**config.mk**
```make
export PLATFORM = sky130hd
export DESIGN_NAME = ultrasound_array_scanner_flat
export DESIGN_NICKNAME = d
export VERILOG_FILES = /design/src/rtl/ultrasound_pkg.sv /design/src/rtl/ultrasound_array_scanner_if.sv /design/src/rtl/ultrasound_median_sorter.sv /design/src/rtl/ultrasound_array_scanner.sv /design/src/flat_wrapper.sv
export SDC_FILE = /design/constraint.sdc
export NUM_CORES = 1
export LEC_CHECK = 0
export CAP_MARGIN = 20
export CELL_PAD_IN_SITES_DETAIL_PLACEMENT = 2
export CELL_PAD_IN_SITES_GLOBAL_PLACEMENT = 2
export CORE_MARGIN = 10
export CORE_UTILIZATION = 40
export CTS_CLUSTER_DIAMETER = 200
export DETAILED_ROUTE_END_ITERATION = 8
export PLACE_DENSITY = 0.82
export SKIP_CTS_REPAIR_TIMING = 1
export SYNTH_ARGS = -nofsm -noshare
export SYNTH_HDL_FRONTEND = slang
export SYNTH_SLANG_ARGS = --single-unit
```
**constraint.sdc**
```tcl
create_clock -name clock -period 7.36 [get_ports clock]
set_input_delay 2.208 -clock clock [delete_from_list [all_inputs] [get_ports clock]]
set_output_delay 2.208 -clock clock [all_outputs]
set_load 0.02 [all_outputs]
```
**src/rtl/ultrasound_pkg.sv**
```systemverilog
// Shared state encodings and default parameter values for the ultrasound scanner.
// Purely declarative: no logic, no latency, no flow control.
package ultrasound_pkg;

    typedef enum logic [2:0] {
        S_IDLE      = 3'd0,
        S_POWER     = 3'd1,
        S_TRIGGER   = 3'd2,
        S_WAIT_ECHO = 3'd3,
        S_MEASURE   = 3'd4,
        S_STORE     = 3'd5,
        S_NEXT      = 3'd6,
        S_REPORT    = 3'd7
    } state_e;

    localparam int DEF_NUM_CH         = 10;
    localparam int DEF_NUM_SAMPLES    = 3;
    localparam int DEF_DIST_W         = 8;
    localparam int DEF_TRIG_CYCLES    = 5;
    localparam int DEF_SETTLE_CYCLES  = 4;
    localparam int DEF_TIMEOUT_CYCLES = 1024;

endpackage

```
**src/rtl/ultrasound_array_scanner_if.sv**
```systemverilog
// Scanner control/sensor bundle; master = controller side, slave = scanner.
// Plain wires, no latency; the start pulse is only honoured while the scanner is idle.
interface ultrasound_array_scanner_if #(
    parameter int NUM_CH = ultrasound_pkg::DEF_NUM_CH,
    parameter int DIST_W = ultrasound_pkg::DEF_DIST_W
);
    localparam int CH_W = $clog2(NUM_CH);

    logic                     calculate;
    logic [NUM_CH-1:0]        channel_mask;
    logic [NUM_CH-1:0]        ultrasound_signals;
    logic [NUM_CH-1:0]        ultrasound_commands;
    logic [NUM_CH-1:0]        ultrasound_power;
    logic [CH_W+DIST_W-1:0]   rover_location;
    logic                     valid_location;
    logic                     done;
    logic                     busy;
    logic [2:0]               state;

    modport master (
        output calculate, channel_mask, ultrasound_signals,
        input  ultrasound_commands, ultrasound_power, rover_location,
               valid_location, done, busy, state
    );

    modport slave (
        input  calculate, channel_mask, ultrasound_signals,
        output ultrasound_commands, ultrasound_power, rover_location,
               valid_location, done, busy, state
    );

endinterface

```
**src/rtl/ultrasound_median_sorter.sv**
```systemverilog
// Insertion-sorted sample buffer; an insert is visible in the sorted array and median the next cycle.
// No backpressure: inserts beyond NUM_SAMPLES are dropped.
module ultrasound_median_sorter #(
    parameter int NUM_SAMPLES = 3,
    parameter int DIST_W      = 8
) (
    input  logic              clock,
    input  logic              reset,
    input  logic              clear_i,
    input  logic              insert_i,
    input  logic [DIST_W-1:0] sample_i,
    output logic [DIST_W-1:0] median_o
);
    localparam int CNT_W = $clog2(NUM_SAMPLES + 1);

    logic [DIST_W-1:0]      sbuf_q [NUM_SAMPLES];
    logic [DIST_W-1:0]      sbuf_d [NUM_SAMPLES];
    logic [CNT_W-1:0]       cnt_q, cnt_d;
    logic [NUM_SAMPLES-1:0] stay;

    always_comb begin
        sbuf_d = sbuf_q;
        cnt_d  = cnt_q;
        stay   = '0;
        for (int i = 0; i < NUM_SAMPLES; i++) begin
            stay[i] = (i < int'(cnt_q)) && (sbuf_q[i] <= sample_i);
        end
        if (clear_i) begin
            for (int i = 0; i < NUM_SAMPLES; i++) sbuf_d[i] = '0;
            cnt_d = '0;
        end else if (insert_i && (int'(cnt_q) < NUM_SAMPLES)) begin
            // stay[] is a prefix mask: entries <= sample keep place, the rest shift up one slot
            sbuf_d[0] = stay[0] ? sbuf_q[0] : sample_i;
            for (int i = 1; i < NUM_SAMPLES; i++) begin
                sbuf_d[i] = stay[i] ? sbuf_q[i] : (stay[i-1] ? sample_i : sbuf_q[i-1]);
            end
            cnt_d = cnt_q + 1'b1;
        end
    end

    always_ff @(posedge clock or posedge reset) begin
        if (reset) begin
            for (int i = 0; i < NUM_SAMPLES; i++) sbuf_q[i] <= '0;
            cnt_q <= '0;
        end else begin
            sbuf_q <= sbuf_d;
            cnt_q  <= cnt_d;
        end
    end

    assign median_o = sbuf_q[NUM_SAMPLES/2];

endmodule

```
**src/rtl/ultrasound_array_scanner.sv**
```systemverilog
// Scans enabled ultrasound channels, takes a median echo distance per channel, reports the closest.
// Multi-cycle scan; calculate is ignored while busy, all outputs are registered.
module ultrasound_array_scanner
    import ultrasound_pkg::*;
#(
    parameter int NUM_CH         = DEF_NUM_CH,
    parameter int NUM_SAMPLES    = DEF_NUM_SAMPLES,
    parameter int DIST_W         = DEF_DIST_W,
    parameter int TRIG_CYCLES    = DEF_TRIG_CYCLES,
    parameter int SETTLE_CYCLES  = DEF_SETTLE_CYCLES,
    parameter int TIMEOUT_CYCLES = DEF_TIMEOUT_CYCLES
) (
    input  logic clock,
    input  logic reset,
    ultrasound_array_scanner_if.slave bus
);
    localparam int CH_W  = $clog2(NUM_CH);
    localparam int CNT_W = $clog2(TIMEOUT_CYCLES + 1);
    localparam int NS_W  = $clog2(NUM_SAMPLES + 1);
    localparam logic [DIST_W-1:0] DIST_MAX = '1;
    localparam logic [NUM_CH-1:0] ONE_HOT0 = {{(NUM_CH-1){1'b0}}, 1'b1};

    state_e             state_q, state_d;
    logic [NUM_CH-1:0]  mask_q, mask_d;
    logic [CH_W-1:0]    ch_q, ch_d, first_ch, nxt_ch;
    logic [CNT_W-1:0]   cnt_q, cnt_d;
    logic [NS_W-1:0]    nsamp_q, nsamp_d;
    logic [DIST_W-1:0]  samp_q, samp_d, best_dist_q, best_dist_d, median, half_sat;
    logic [CH_W-1:0]    best_ch_q, best_ch_d;
    logic               best_vld_q, best_vld_d;
    logic [NUM_CH-1:0]  sync1_q, sync2_q, prev_q, cmd_q, cmd_d, pwr_q, pwr_d;
    logic [CH_W+DIST_W-1:0] loc_q, loc_d;
    logic               vld_q, vld_d, done_q, done_d, busy_q, busy_d;
    logic               first_found, nxt_found, echo_lvl, echo_rise, sort_clr, sort_ins;
    logic [31:0]        half_w;

    ultrasound_median_sorter #(.NUM_SAMPLES(NUM_SAMPLES), .DIST_W(DIST_W)) u_sorter (
        .clock   (clock),
        .reset   (reset),
        .clear_i (sort_clr),
        .insert_i(sort_ins),
        .sample_i(samp_q),
        .median_o(median)
    );

    // Descending loops leave the lowest qualifying index as the final assignment
    always_comb begin
        first_found = 1'b0;
        first_ch    = '0;
        nxt_found   = 1'b0;
        nxt_ch      = '0;
        for (int i = NUM_CH-1; i >= 0; i--) begin
            if (bus.channel_mask[i]) begin
                first_found = 1'b1;
                first_ch    = CH_W'(i);
            end
            if (mask_q[i] && (i > int'(ch_q))) begin
                nxt_found = 1'b1;
                nxt_ch    = CH_W'(i);
            end
        end
    end

    assign echo_lvl  = sync2_q[ch_q];
    assign echo_rise = sync2_q[ch_q] & ~prev_q[ch_q];
    assign half_w    = 32'(cnt_q) >> 1;
    assign half_sat  = (half_w > 32'(DIST_MAX)) ? DIST_MAX : half_w[DIST_W-1:0];

    always_comb begin
        state_d     = state_q;
        mask_d      = mask_q;
        ch_d        = ch_q;
        cnt_d       = cnt_q;
        nsamp_d     = nsamp_q;
        samp_d      = samp_q;
        best_ch_d   = best_ch_q;
        best_dist_d = best_dist_q;
        best_vld_d  = best_vld_q;
        sort_clr    = 1'b0;
        sort_ins    = 1'b0;
        case (state_q)
            S_IDLE: if (bus.calculate) begin
                mask_d      = bus.channel_mask;
                best_ch_d   = '0;
                best_dist_d = DIST_MAX;
                best_vld_d  = 1'b0;
                cnt_d       = '0;
                nsamp_d     = '0;
                sort_clr    = 1'b1;
                ch_d        = first_ch;
                state_d     = first_found ? S_POWER : S_REPORT;
            end
            S_POWER: if (cnt_q == CNT_W'(SETTLE_CYCLES-1)) begin
                cnt_d   = '0;
                state_d = S_TRIGGER;
            end else cnt_d = cnt_q + 1'b1;
            S_TRIGGER: if (cnt_q == CNT_W'(TRIG_CYCLES-1)) begin
                cnt_d   = '0;
                state_d = S_WAIT_ECHO;
            end else cnt_d = cnt_q + 1'b1;
            S_WAIT_ECHO: if (echo_rise) begin
                cnt_d   = CNT_W'(1);
                state_d = S_MEASURE;
            end else if (cnt_q == CNT_W'(TIMEOUT_CYCLES-1)) begin
                samp_d  = DIST_MAX;
                state_d = S_STORE;
            end else cnt_d = cnt_q + 1'b1;
            S_MEASURE: if (!echo_lvl) begin
                samp_d  = half_sat;
                state_d = S_STORE;
            end else if (cnt_q == CNT_W'(TIMEOUT_CYCLES-1)) begin
                samp_d  = DIST_MAX;
                state_d = S_STORE;
            end else cnt_d = cnt_q + 1'b1;
            S_STORE: begin
                sort_ins = 1'b1;
                cnt_d    = '0;
                if (int'(nsamp_q) + 1 < NUM_SAMPLES) begin
                    nsamp_d = nsamp_q + 1'b1;
                    state_d = S_TRIGGER;
                end else state_d = S_NEXT;
            end
            S_NEXT: begin
                if ((median < DIST_MAX) && (median < best_dist_q)) begin
                    best_ch_d   = ch_q;
                    best_dist_d = median;
                    best_vld_d  = 1'b1;
                end
                if (nxt_found) begin
                    ch_d     = nxt_ch;
                    cnt_d    = '0;
                    nsamp_d  = '0;
                    sort_clr = 1'b1;
                    state_d  = S_POWER;
                end else state_d = S_REPORT;
            end
            S_REPORT: state_d = S_IDLE;
            default:  state_d = S_IDLE;
        endcase
    end

    // Output registers are loaded from next-state values so they line up with state_q
    always_comb begin
        pwr_d  = (state_d inside {S_POWER, S_TRIGGER, S_WAIT_ECHO, S_MEASURE, S_STORE, S_NEXT})
                 ? (ONE_HOT0 << ch_d) : '0;
        cmd_d  = (state_d == S_TRIGGER) ? (ONE_HOT0 << ch_d) : '0;
        done_d = (state_d == S_REPORT);
        busy_d = (state_d != S_IDLE);
        loc_d  = loc_q;
        vld_d  = vld_q;
        if (state_d == S_REPORT) begin
            loc_d = best_vld_d ? {best_ch_d, best_dist_d} : '0;
            vld_d = best_vld_d;
        end
    end

    always_ff @(posedge clock or posedge reset) begin
        if (reset) begin
            state_q     <= S_IDLE;
            mask_q      <= '0;
            ch_q        <= '0;
            cnt_q       <= '0;
            nsamp_q     <= '0;
            samp_q      <= '0;
            best_ch_q   <= '0;
            best_dist_q <= DIST_MAX;
            best_vld_q  <= 1'b0;
            sync1_q     <= '0;
            sync2_q     <= '0;
            prev_q      <= '0;
            cmd_q       <= '0;
            pwr_q       <= '0;
            loc_q       <= '0;
            vld_q       <= 1'b0;
            done_q      <= 1'b0;
            busy_q      <= 1'b0;
        end else begin
            state_q     <= state_d;
            mask_q      <= mask_d;
            ch_q        <= ch_d;
            cnt_q       <= cnt_d;
            nsamp_q     <= nsamp_d;
            samp_q      <= samp_d;
            best_ch_q   <= best_ch_d;
            best_dist_q <= best_dist_d;
            best_vld_q  <= best_vld_d;
            sync1_q     <= bus.ultrasound_signals;
            sync2_q     <= sync1_q;
            prev_q      <= sync2_q;
            cmd_q       <= cmd_d;
            pwr_q       <= pwr_d;
            loc_q       <= loc_d;
            vld_q       <= vld_d;
            done_q      <= done_d;
            busy_q      <= busy_d;
        end
    end

    assign bus.ultrasound_commands = cmd_q;
    assign bus.ultrasound_power    = pwr_q;
    assign bus.rover_location      = loc_q;
    assign bus.valid_location      = vld_q;
    assign bus.done                = done_q;
    assign bus.busy                = busy_q;
    assign bus.state               = state_q;

endmodule
```
**src/flat_wrapper.sv**
```systemverilog
// flat-port wrapper written by rule: the top's interface ports become plain ports
module ultrasound_array_scanner_flat import ultrasound_pkg::*;
#(
    parameter int NUM_CH         = DEF_NUM_CH,
    parameter int NUM_SAMPLES    = DEF_NUM_SAMPLES,
    parameter int DIST_W         = DEF_DIST_W,
    parameter int TRIG_CYCLES    = DEF_TRIG_CYCLES,
    parameter int SETTLE_CYCLES  = DEF_SETTLE_CYCLES,
    parameter int TIMEOUT_CYCLES = DEF_TIMEOUT_CYCLES
)
  (clock, reset, bus_calculate, bus_channel_mask, bus_ultrasound_signals, bus_ultrasound_commands, bus_ultrasound_power, bus_rover_location, bus_valid_location, bus_done, bus_busy, bus_state);
  ultrasound_array_scanner_if #(.NUM_CH(NUM_CH), .DIST_W(DIST_W)) bus_i ();
  input  logic clock;
  input  logic reset;
  input wire logic [$bits(bus_i.calculate)-1:0] bus_calculate;
  input wire logic [$bits(bus_i.channel_mask)-1:0] bus_channel_mask;
  input wire logic [$bits(bus_i.ultrasound_signals)-1:0] bus_ultrasound_signals;
  output wire logic [$bits(bus_i.ultrasound_commands)-1:0] bus_ultrasound_commands;
  output wire logic [$bits(bus_i.ultrasound_power)-1:0] bus_ultrasound_power;
  output wire logic [$bits(bus_i.rover_location)-1:0] bus_rover_location;
  output wire logic [$bits(bus_i.valid_location)-1:0] bus_valid_location;
  output wire logic [$bits(bus_i.done)-1:0] bus_done;
  output wire logic [$bits(bus_i.busy)-1:0] bus_busy;
  output wire logic [$bits(bus_i.state)-1:0] bus_state;
  assign bus_i.calculate = bus_calculate;
  assign bus_i.channel_mask = bus_channel_mask;
  assign bus_i.ultrasound_signals = bus_ultrasound_signals;
  assign bus_ultrasound_commands = bus_i.ultrasound_commands;
  assign bus_ultrasound_power = bus_i.ultrasound_power;
  assign bus_rover_location = bus_i.rover_location;
  assign bus_valid_location = bus_i.valid_location;
  assign bus_done = bus_i.done;
  assign bus_busy = bus_i.busy;
  assign bus_state = bus_i.state;
  ultrasound_array_scanner #(.NUM_CH(NUM_CH), .NUM_SAMPLES(NUM_SAMPLES), .DIST_W(DIST_W), .TRIG_CYCLES(TRIG_CYCLES), .SETTLE_CYCLES(SETTLE_CYCLES), .TIMEOUT_CYCLES(TIMEOUT_CYCLES)) u_core (.clock(clock), .reset(reset), .bus(bus_i));
endmodule
```
==> summary.md, run 1 <==
| Metric | Value |
|---|---|
| Status | `finished clean` |
| Final ANT Viol Nets | `0` |
| GRT Residual Overflow | `0` |
| Seq/Total Area, Yosys | `0.506` |
| Drt wl/cell | `23.6 um` |
| Final Slew Violations | `0` |
| Vias/cell | `5.78` |
| Post-synth EDFFs | `0` |
| Register area | `3340 um^2` |
| CP Capture Type | `flip-flop` |
| Area after DPL | `~7400 um^2` |
| WL met2 | `around 12 mm` |
| Design Area, Final | `between 8000 and 9000 um^2` |
| Height of the die | `approximately 150 um` |
| Crit-path cells | `clkdlybuf4s50_1, nor4b_2, buf_4, nand3_1, o41ai_4, buf_4, mux2_2` |
| CTS tree | `built` |
| Final Cycle Share | `0.632` |
| CP Launch Type | `input port` |
| Final setup fails | `0` |
| Peak VDD IR | `around 0.00020 V` |
| Syn_nets | `just over 700` |
| CTS clock-pin slew for the worst setup and hold paths | `60 ps` |
| RSZ-0062 raised after global routing | `false` |
| Fin. Hold Viols | `0` |
| Core area | `16,100 um^2` |
| Seq pwr share | `0.334` |
| Area Overhead vs Synth | `21.6%` |
| Req. time, crit path | `7670 ps` |
| Clk Latency, worst-skew pair | `around 430 ps` |
| Hold path startpoint | `u_core.sync1_q[4]` |
| Initial Utilization | `0.411` |
| Cell mode on critical path | `buf_4` |
| Fmax | `about 210 MHz` |
| Final nets | `a little under 800` |
| Diode count | `0` |
| Final WL | `22.5 mm` |
| Worst min path class | `flip-flop to flip-flop` |
| Largest net degree at the start of global routing | `47` |
| Post-synth ARST share | `1.00` |
| Initial DRC count | `291` |
| Synthesized area | `6600 um^2` |
| Number of synthesized register bits | `133` |
| Routability cong. | `0.825` |
| CTS buffer count | `17` |
| Comb pwr share | `0.398` |
| Slowest stage delay, CP | `670 ps` |
| Dpl hpwl | `roughly 14 mm` |
| Pwr dens | `420 nW/um^2` |
| Post-Place Cells | `919` |
| Primary FF master, synth | `dfrtp_1` |
| Max Buffers Root-to-Sink | `2` |
| Antenna violations before repair | `0` |
| Slew headroom | `0.296` |
| Vias post-DR | `roughly 5,500` |
| Clock power frac | `0.268` |
| Crit path max fanout | `26` |
| Port Buffers | `60` |
| Total power | `3.37 mW` |
| Crit path launch | `bus_calculate` |
| Critical Path AT | `4960 ps` |
| Met3 WL | `791 um` |
| PnR worst setup slack | `around 2700 ps` |
| Final non-filler cell total | `951` |
| Syn Area/Cell | `9.88 um^2` |
| Die Area | `about 22,000 um^2` |
| Internal | `1.96 mW` |
| Post-place setup slack | `2340 ps` |
| # IOs | `61` |
| Critical path's slowest cell | `o41ai_4` |
| Final core occ | `0.500` |
| Global-route wire length before repair | `36.9 mm` |
| Leakage | `3.61 nW` |
| Layout cell share with drive strength beyond 1 | `0.0966` |
| WL met1 | `roughly 9.6 mm` |
| Uppermost layer routed | `met4` |
| H-Tree Depth | `4` |
| Crit Reg-Reg Startpoint | `u_core.ch_q[0]` |
| Die extent in x | `around 150 um` |
| Cells after synthesis | `668` |
| Num rows | `46` |
| Setup TNS | `0 ps` |
| Crit path time final | `4650 ps` |
| Remaining DRCs | `0` |
| Fill count | `1,630` |
| Initial DRT Pass Iterations | `4` |
| Sw Share | `0.419` |
| Max cap viols | `0` |
| Number of global-route vias before repair | `6,289` |
| Ys Warns | `0` |
| Sw Pwr | `between 1 and 1.5 mW` |
| Tot GR Track Use | `0.211` |
| Area occupied by multi-input gates | `3040 um^2` |
| Hold Slack | `352 ps` |
| Worst Clk Skew | `9.29 ps` |
| Clock Tree Root | `clkbuf_16` |
| Clock sink count | `133` |
| Setup Crit Path Kind | `input port to flip-flop` |
| Yosys cell types | `67` |
| Slew at the pin closest to its max-slew limit | `1050 ps` |
-- Yosys cell counts, types with 5 or more instances --
library cell | count | area share
nor2b_1 | 10 | 0.0095
nand4_1 | 11 | 0.010
nand2b_1 | 11 | 0.010
o31ai_1 | 11 | 0.013
inv_1 | 30 | 0.017
dfrtp_1 | 125 | 0.47
o21a_1 | 9 | 0.010
nor3_1 | 16 | 0.012
nand2_1 | 87 | 0.049
nor2_1 | 50 | 0.028
mux2i_1 | 15 | 0.023
mux2_2 | 5 | 0.0085
ha_1 | 29 | 0.055
and3_1 | 6 | 0.0057
dfstp_2 | 8 | 0.032
a22o_1 | 8 | 0.011
o22a_1 | 9 | 0.012
a21o_1 | 9 | 0.010
a31oi_1 | 21 | 0.020
o21ai_0 | 34 | 0.026
clkbuf_1 | 22 | 0.013
a21oi_1 | 43 | 0.033
nand3_1 | 15 | 0.011
and2_1 | 5 | 0.0047
a22oi_1 | 5 | 0.0057
-- worst paths after layout --
kind	cells after the start	end	slack [ps]
worst max-delay path	7	u_core.bus.valid_location	2710
worst min-delay path	0	u_core.sync2_q[4]	350
worst max register to register	7	u_core.bus.valid_location	3660
worst min register to register	0	u_core.sync2_q[4]	350
max in group asynchronous	3	u_core.bus.ultrasound_commands[5]	4110
min in group asynchronous	2	u_core.bus.rover_location[3]	2210
-- flip-flops by register name (all words and copies together) (netlist names), 8 cells and up --
register / cells
u_core.sync1_q: 10
u_core.u_sorter.median_o: 8
u_core.cnt_q: 11
u_core.prev_q: 10
u_core.samp_q: 8
u_core.bus.ultrasound_commands: 10
u_core.bus.ultrasound_power: 10
u_core.best_dist_q: 8
u_core.bus.rover_location: 12
u_core.mask_q: 9
u_core.sync2_q: 10
u_core.u_sorter.sbuf_q: 8
-- layout make-up --
type / count / share of cell area
Clock buffer: 19 / 0.0564
Clock inverter: 13 / 0.0212
Inverter: 31 / 0.0148
Multi-Input combinational cell: 474 / 0.379
Sequential cell: 133 / 0.416
Tap cell: 216 / 0.0337
Timing Repair Buffer: 65 / 0.0795
-- critical path, delay by kind of cell --
kind,cells,cell delay [ps]
AOI/OAI and AO/OA,1,670
buffers and inverters,3,1290
and+or+nand+nor,2,400
muxes,1,380
-- layer usage --
layer	global-route usage	vias to the layer above
li1	-	2503
met1	0.259	2850
met2	0.363	110
met3	0.0407	34
met4	0.0728	0
met5	0	-
-- kinds of logic (layout without fill, tap and decap cells) --
kind of cell               count (synthesis)  count (layout)  share of synthesized area
xor gates and xnor gates                   2               2                    0.00265
AOI/OAI and AO/OA                        185             185                      0.188
and+or+nand+nor                          238             238                      0.180
DFF                                      133             133                      0.506
buffers and inverters                     61             128                     0.0379
muxes                                     20              20                     0.0313
adders and majority gates                 29              29                     0.0550
-- power by group through the flow --
stage | clock network (mW) | logic, mW | registers (mW)
2_1_floorplan | 0 | 0.943 | 1.04
4_1_cts | 0.918 | 1.34 | 1.12
5_1_grt | 0.957 | 1.49 | 1.15
3_5_place_dp | 0 | 1.27 | 1.12
6_report | 0.904 | 1.34 | 1.12
3_3_place_gp | 0 | 1.19 | 1.11
-- cells in the final DEF (no fill, tap or decap), drive strengths merged, types with 10 or more instances in the layout --
master,count
nand4,11
o21ai,36
nand2b,11
dfrtp,125
inv,35
a21oi,43
nand3,16
mux2i,15
nor2,50
a31oi,21
ha,29
nor3,18
nor2b,10
clkbuf,19
nand2,88
o31ai,11
clkdlybuf4s50,60
(Power assumes the default switching activity.)
==> inputs of run 2 (changes only) <==
--- a/config.mk
+++ b/config.mk
@@ -9,10 +9,10 @@
 export CELL_PAD_IN_SITES_DETAIL_PLACEMENT = 2
 export CELL_PAD_IN_SITES_GLOBAL_PLACEMENT = 2
 export CORE_MARGIN = 10
-export CORE_UTILIZATION = 40
+export CORE_UTILIZATION = 37
 export CTS_CLUSTER_DIAMETER = 200
 export DETAILED_ROUTE_END_ITERATION = 8
-export PLACE_DENSITY = 0.82
+export PLACE_DENSITY = 0.77
 export SKIP_CTS_REPAIR_TIMING = 1
 export SYNTH_ARGS = -nofsm -noshare
 export SYNTH_HDL_FRONTEND = slang
==> constraint.sdc (replaced) <==
create_clock -name clock -period 4.66 [get_ports clock]
set_input_delay 1.398 -clock clock [delete_from_list [all_inputs] [get_ports clock]]
set_output_delay 1.398 -clock clock [all_outputs]
set_load 0.02 [all_outputs]
==> run 2 against run 1 <==
Net effect: combinational power grew 53%; clock power grew 54%; clock skew grew 13 ps; largest power group unchanged.
==> summary.md, run 2 (synthesized netlist as in run 1, its figures left out) <==
| Metric | Value |
|---|---|
| Status | `finished clean` |
| Final Slew Violations | `0` |
| Area after DPL | `7440 um^2` |
| Hold Crit Endpoint | `u_core.sync2_q[5]` |
| Vias post-DR | `5,400` |
| Max Buffers Root-to-Sink | `2` |
| Num rows | `48` |
| # IOs | `between 60 and 70` |
| H-Tree Depth | `4` |
| Clk Latency, worst-skew pair | `around 440 ps` |
| Initial DRT Pass Iterations | `4` |
| PnR worst setup slack | `roughly 1200 ps` |
| Hold depth | `0` |
| Port Buffers | `60` |
| Antenna violations before repair | `0` |
| Max cap viols | `0` |
| Leading cell type in the layout, fill and taps excluded | `dfrtp_1` |
| GRT Residual Overflow | `0` |
| Fin. Hold Viols | `0` |
| Sw Share | `0.411` |
| Final WL | `between 20 and 25 mm` |
| Hold path startpoint | `u_core.sync1_q[5]` |
| Final setup fails | `0` |
| Remaining DRCs | `0` |
| Comb pwr share | `0.394` |
| RSZ-0062 raised after global routing | `false` |
| Max FFs per register | `12` |
| Req. time, crit path | `4980 ps` |
| Seq pwr share | `0.339` |
| Slew headroom | `0.283` |
| Layout cell share with drive strength beyond 1 | `0.0966` |
| Critical Path AT | `3780 ps` |
| CP Launch Type | `input port` |
| Worst min path class | `flip-flop to flip-flop` |
| CTS tree | `built` |
| Height of the die | `154 um` |
| Drt wl/cell | `between 20 and 25 um` |
| Worst Clk Skew | `21.9 ps` |
| Global-route wire length before repair | `roughly 34 mm` |
| R2R Path End | `u_core.bus.valid_location` |
| Crit Reg-Reg Startpoint | `u_core.ch_q[0]` |
| Total power | `5.20 mW` |
| Largest net degree at the start of global routing | `134` |
| CTS clock-pin slew for the worst setup and hold paths | `60 ps` |
| Die Area | `23,600 um^2` |
| Setup Crit Path Kind | `input port to flip-flop` |
| Diode count | `0` |
| Crit path time final | `3460 ps` |
| Slew at the pin closest to its max-slew limit | `1070 ps` |
| Sw Pwr | `2.14 mW` |
| Worst Reg-to-Reg Cells | `7` |
| Setup TNS | `0 ps` |
| Dpl hpwl | `approximately 15 mm` |
| Initial Utilization | `0.379` |
| Final Cycle Share | `0.742` |
| Number of global-route vias before repair | `6,071` |
| Die extent in x | `154 um` |
| Clock Tree Root | `clkbuf_16` |
| Final ANT Viol Nets | `0` |
| Pwr dens | `between 600 and 700 nW/um^2` |
| Peak VDD IR | `0.000305 V` |
| Design Area, Final | `8040 um^2` |
| CP Capture Type | `flip-flop` |
| Vias/cell | `5.63` |
| Leakage | `3.60 nW` |
| Crit path max fanout | `5` |
| Clock sink count | `133` |
| Post-place setup slack | `around 800 ps` |
| Most frequent cells in the layout | `dfrtp_1 (125), nand2_1 (87), clkdlybuf4s50_1 (60)` |
| Clock power frac | `0.267` |
| Internal | `a little over 3 mW` |
| Core area | `17,400 um^2` |
| Initial DRC count | `between 200 and 250` |
| Routability cong. | `0.812` |
| Area Overhead vs Synth | `21.8%` |
| R2R Setup Slk | `1430 ps` |
| CTS buffer count | `17` |
| Fmax | `289 MHz` |
| Final nets | `775` |
| Tot GR Track Use | `0.178` |
==> run 2: cell types whose count changed in the layout (fill, tap and decap cells not counted) <==
cell and change:
buf_12 +1, clkinv_4 +4, inv_6 -1, clkbuf_8 -2
inv_8 -1, inv_4 -1
==> run 2: per-layer routing <==
metal / share of wire / routed length, um / GRT usage
met1: 0.44 / 9090 / 0.216
met2: 0.53 / 11000 / 0.313
met3: 0.030 / 620 / 0.0349
met4: 0.0078 / 163 / 0.0495
met5: 0 / 0 / 0
==> run 2: worst max path at each step <==
stage / startpoint / end / slack [ps] / cells past startpoint
final: bus_channel_mask[8] / u_core.bus.ultrasound_power[2] / 1200 / 8
after global routing: bus_calculate / u_core.bus.ultrasound_commands[3] / 960 / 9
after CTS: bus_calculate / u_core.bus.ultrasound_commands[5] / 1220 / 9
after detailed placement: bus_calculate / u_core.bus.ultrasound_commands[5] / 810 / 9
after global placement: bus_calculate / u_core.cnt_q[8] / 910 / 8
after floorplan: bus_channel_mask[4] / u_core.bus.ultrasound_power[2] / 1440 / 4
==> run 2: stage by stage <==
stage	std cells	hold WS, ps	utilization
final	960	350	0.462
after global routing	960	357	0.462
after CTS	960	352	0.462
after detailed placement	929	337	0.427
after global placement	929	333	0.427
after floorplan	668	331	-
==> run 2: area by class of cell <==
type | count | area, um^2
Clock buffer | 17 | 425
Clock inverter | 14 | 178
Fill cell | 1852 | 9380
Inverter | 31 | 120
Multi-Input combinational cell | 474 | 3040
Sequential cell | 133 | 3340
Tap cell | 225 | 282
Timing Repair Buffer | 66 | 658
==> run 2: worst max-delay path: stages <==
cell	delay (ps)
clkdlybuf4s50_1	660
nor2b_1	120
o21bai_1	160
a21oi_1	90
o31ai_1	340
o211ai_1	360
nand2b_1	340
nor3_1	300
==> run 2: power groups by stage <==
stage	Sequential, mW	Combinational [mW]	Clock (mW)
floorplan	1.64	1.49	0
detailed placement	1.78	2.02	0
finish	1.76	2.05	1.39
global route	1.81	2.30	1.47
CTS	1.77	2.07	1.42
global placement	1.75	1.89	0
==> inputs of run 3 (changes only) <==
==> constraint.sdc (replaced) <==
create_clock -name clock -period 3.2 [get_ports clock]
set_input_delay 0.96 -clock clock [delete_from_list [all_inputs] [get_ports clock]]
set_output_delay 0.96 -clock clock [all_outputs]
set_load 0.02 [all_outputs]
==> run 3 against run 2 <==
Net effect: core utilization up 1.1 points; global-route usage up 1.1 points; register-to-register slack worse by 1200 ps; hold slack worse by 3.9 ps; critical path depth down 1; combinational power up 57%; first-iteration DRC count up 27%; total power up 47%; count of clock-buffer cells in the layout unchanged; final area up 2.3%; clock skew down 11 ps; die area unchanged; largest cell class unchanged.
==> summary.md, run 3 (synthesized netlist as in run 1, its figures left out) <==
| Metric | Value |
|---|---|
| WP buf/inv | `1` |
| Pwr dens | `926 nW/um^2` |
| Height of the die | `154 um` |
| Final setup fails | `0` |
| Final ANT Viol Nets | `0` |
| Clock power frac | `0.252` |
| Fmax | `334 MHz` |
| Internal | `4.42 mW` |
| Vias post-DR | `5,529` |
| Post-place setup slack | `-28.4 ps` |
| Slew headroom | `0.442` |
| Met3 WL | `878 um` |
| Peak VDD IR | `0.000453 V` |
| Initial Utilization | `0.379` |
| Initial DRT Pass Iterations | `5` |
| CTS tree | `built` |
| Layout cell share with drive strength beyond 1 | `0.130` |
| Crit path time final | `3000 ps` |
| PnR worst setup slack | `roughly 200 ps` |
| Uppermost layer routed | `met4` |
| Slowest stage delay, CP | `just under 600 ps` |
| GRT Residual Overflow | `0` |
| CTS buffer count | `17` |
| Worst Clk Skew | `11.2 ps` |
| Critical Path AT | `3310 ps` |
| Global-route wire length before repair | `36.3 mm` |
| Sw Pwr | `3.20 mW` |
| Sw Share | `0.420` |
| Setup Crit Path Kind | `flip-flop to flip-flop` |
| RSZ-0062 raised after global routing | `false` |
| Slew at the pin closest to its max-slew limit | `835 ps` |
| Num rows | `between 40 and 50` |
| Routability cong. | `just over 0.8` |
| Die extent in x | `154 um` |
| Antenna violations before repair | `0` |
| Max cap viols | `0` |
| H-Tree Depth | `4` |
| WL met1 | `9.85 mm` |
| Final Slew Violations | `0` |
| Clock Tree Root | `clkbuf_16` |
| Area Overhead vs Synth | `24.6%` |
| Core area | `around 17,000 um^2` |
| Remaining DRCs | `0` |
| Vias/cell | `5.61` |
| Final WL | `roughly 22 mm` |
| CP top delay family | `compound AO/OA/AOI/OAI gates` |
| Final nets | `800` |
| Final non-filler cell total | `986` |
| Max FFs per register | `12` |
| Req. time, crit path | `3510 ps` |
| Seq pwr share | `0.325` |
| CP Launch Type | `flip-flop` |
| Tot GR Track Use | `0.189` |
| # IOs | `61` |
| Largest net degree at the start of global routing | `75` |
| WL met2 | `11.1 mm` |
| Fin. Hold Viols | `0` |
| Initial DRC count | `305` |
| Leading cell type in the layout, fill and taps excluded | `dfrtp_1` |
| Status | `finished clean` |
| Die Area | `23,600 um^2` |
| Final core occ | `0.472` |
| Clock sink count | `133` |
| Crit path max fanout | `11` |
| Crit-path cells | `buf_4, mux2_2, o2bb2ai_1, o31a_1, nand3_1, or3_1, o22a_1` |
| Number of global-route vias before repair | `6,380` |
| Post-Place Cells | `954` |
| Final Cycle Share | `0.937` |
| Drt wl/cell | `22.3 um` |
| Critical path's slowest cell | `dfrtp_1` |
| CP Capture Type | `flip-flop` |
| Diode count | `0` |
| Clk Latency, worst-skew pair | `430 ps` |
| Worst min path class | `flip-flop to flip-flop` |
| Max Buffers Root-to-Sink | `2` |
| Leakage | `between 3 and 4 nW` |
| Dpl hpwl | `15.3 mm` |
| Comb pwr share | `0.423` |
| Port Buffers | `60` |
| Fill count | `1,807` |
| Most frequent cells in the layout | `dfrtp_1 (125), nand2_1 (87), clkdlybuf4s50_1 (60)` |
| CTS clock-pin slew for the worst setup and hold paths | `approximately 60 ps` |
| Setup TNS | `0 ps` |
==> run 3: final cells by class <==
class / count / area, um^2 / share of cell area
Sequential cell: 133 / 3340 / 0.406
Multi-Input combinational cell: 474 / 3050 / 0.370
Timing Repair Buffer: 91 / 871 / 0.106
Clock buffer: 17 / 425 / 0.0517
Tap cell: 225 / 282 / 0.0342
Clock inverter: 15 / 145 / 0.0176
Inverter: 31 / 120 / 0.0146
==> run 3: routing by layer <==
layer | vias to the layer above | track usage
met5 | - | 0
met4 | 0 | 0.0540
met3 | 16 | 0.0416
met2 | 90 | 0.320
met1 | 2873 | 0.235
li1 | 2550 | -
==> run 3: worst paths after layout <==
path / to / startpoint / cells past startpoint / slack [ps]
max: u_core.samp_q[4] / u_core.ch_q[0] / 7 / 200
min: u_core.sync2_q[9] / u_core.sync1_q[9] / 0 / 350
max reg2reg: u_core.samp_q[4] / u_core.ch_q[0] / 7 / 200
min reg2reg: u_core.sync2_q[9] / u_core.sync1_q[9] / 0 / 350
max in group asynchronous: u_core.best_dist_q[0] / reset / 3 / 1810
min in group asynchronous: u_core.sync2_q[7] / reset / 3 / 1000
==> run 3: metrics by stage <==
stage / cell area (um^2) / hold WS (ps) / power (mW)
after floorplan: 6610 / 331 / 4.56
after global placement: 7650 / 333 / 5.41
after detailed placement: 7650 / 336 / 5.63
after CTS: 8220 / 349 / 7.67
after global routing: 8230 / 356 / 8.16
final: 8230 / 347 / 7.62
==> run 3: power by group through the flow <==
stage / Combinational, mW / Clock (mW) / Sequential, mW
after floorplan: 2.17 / 0 / 2.39
after global placement: 2.94 / 0 / 2.47
after detailed placement: 3.14 / 0 / 2.49
after CTS: 3.23 / 1.96 / 2.47
after global routing: 3.59 / 2.04 / 2.54
final: 3.22 / 1.92 / 2.48
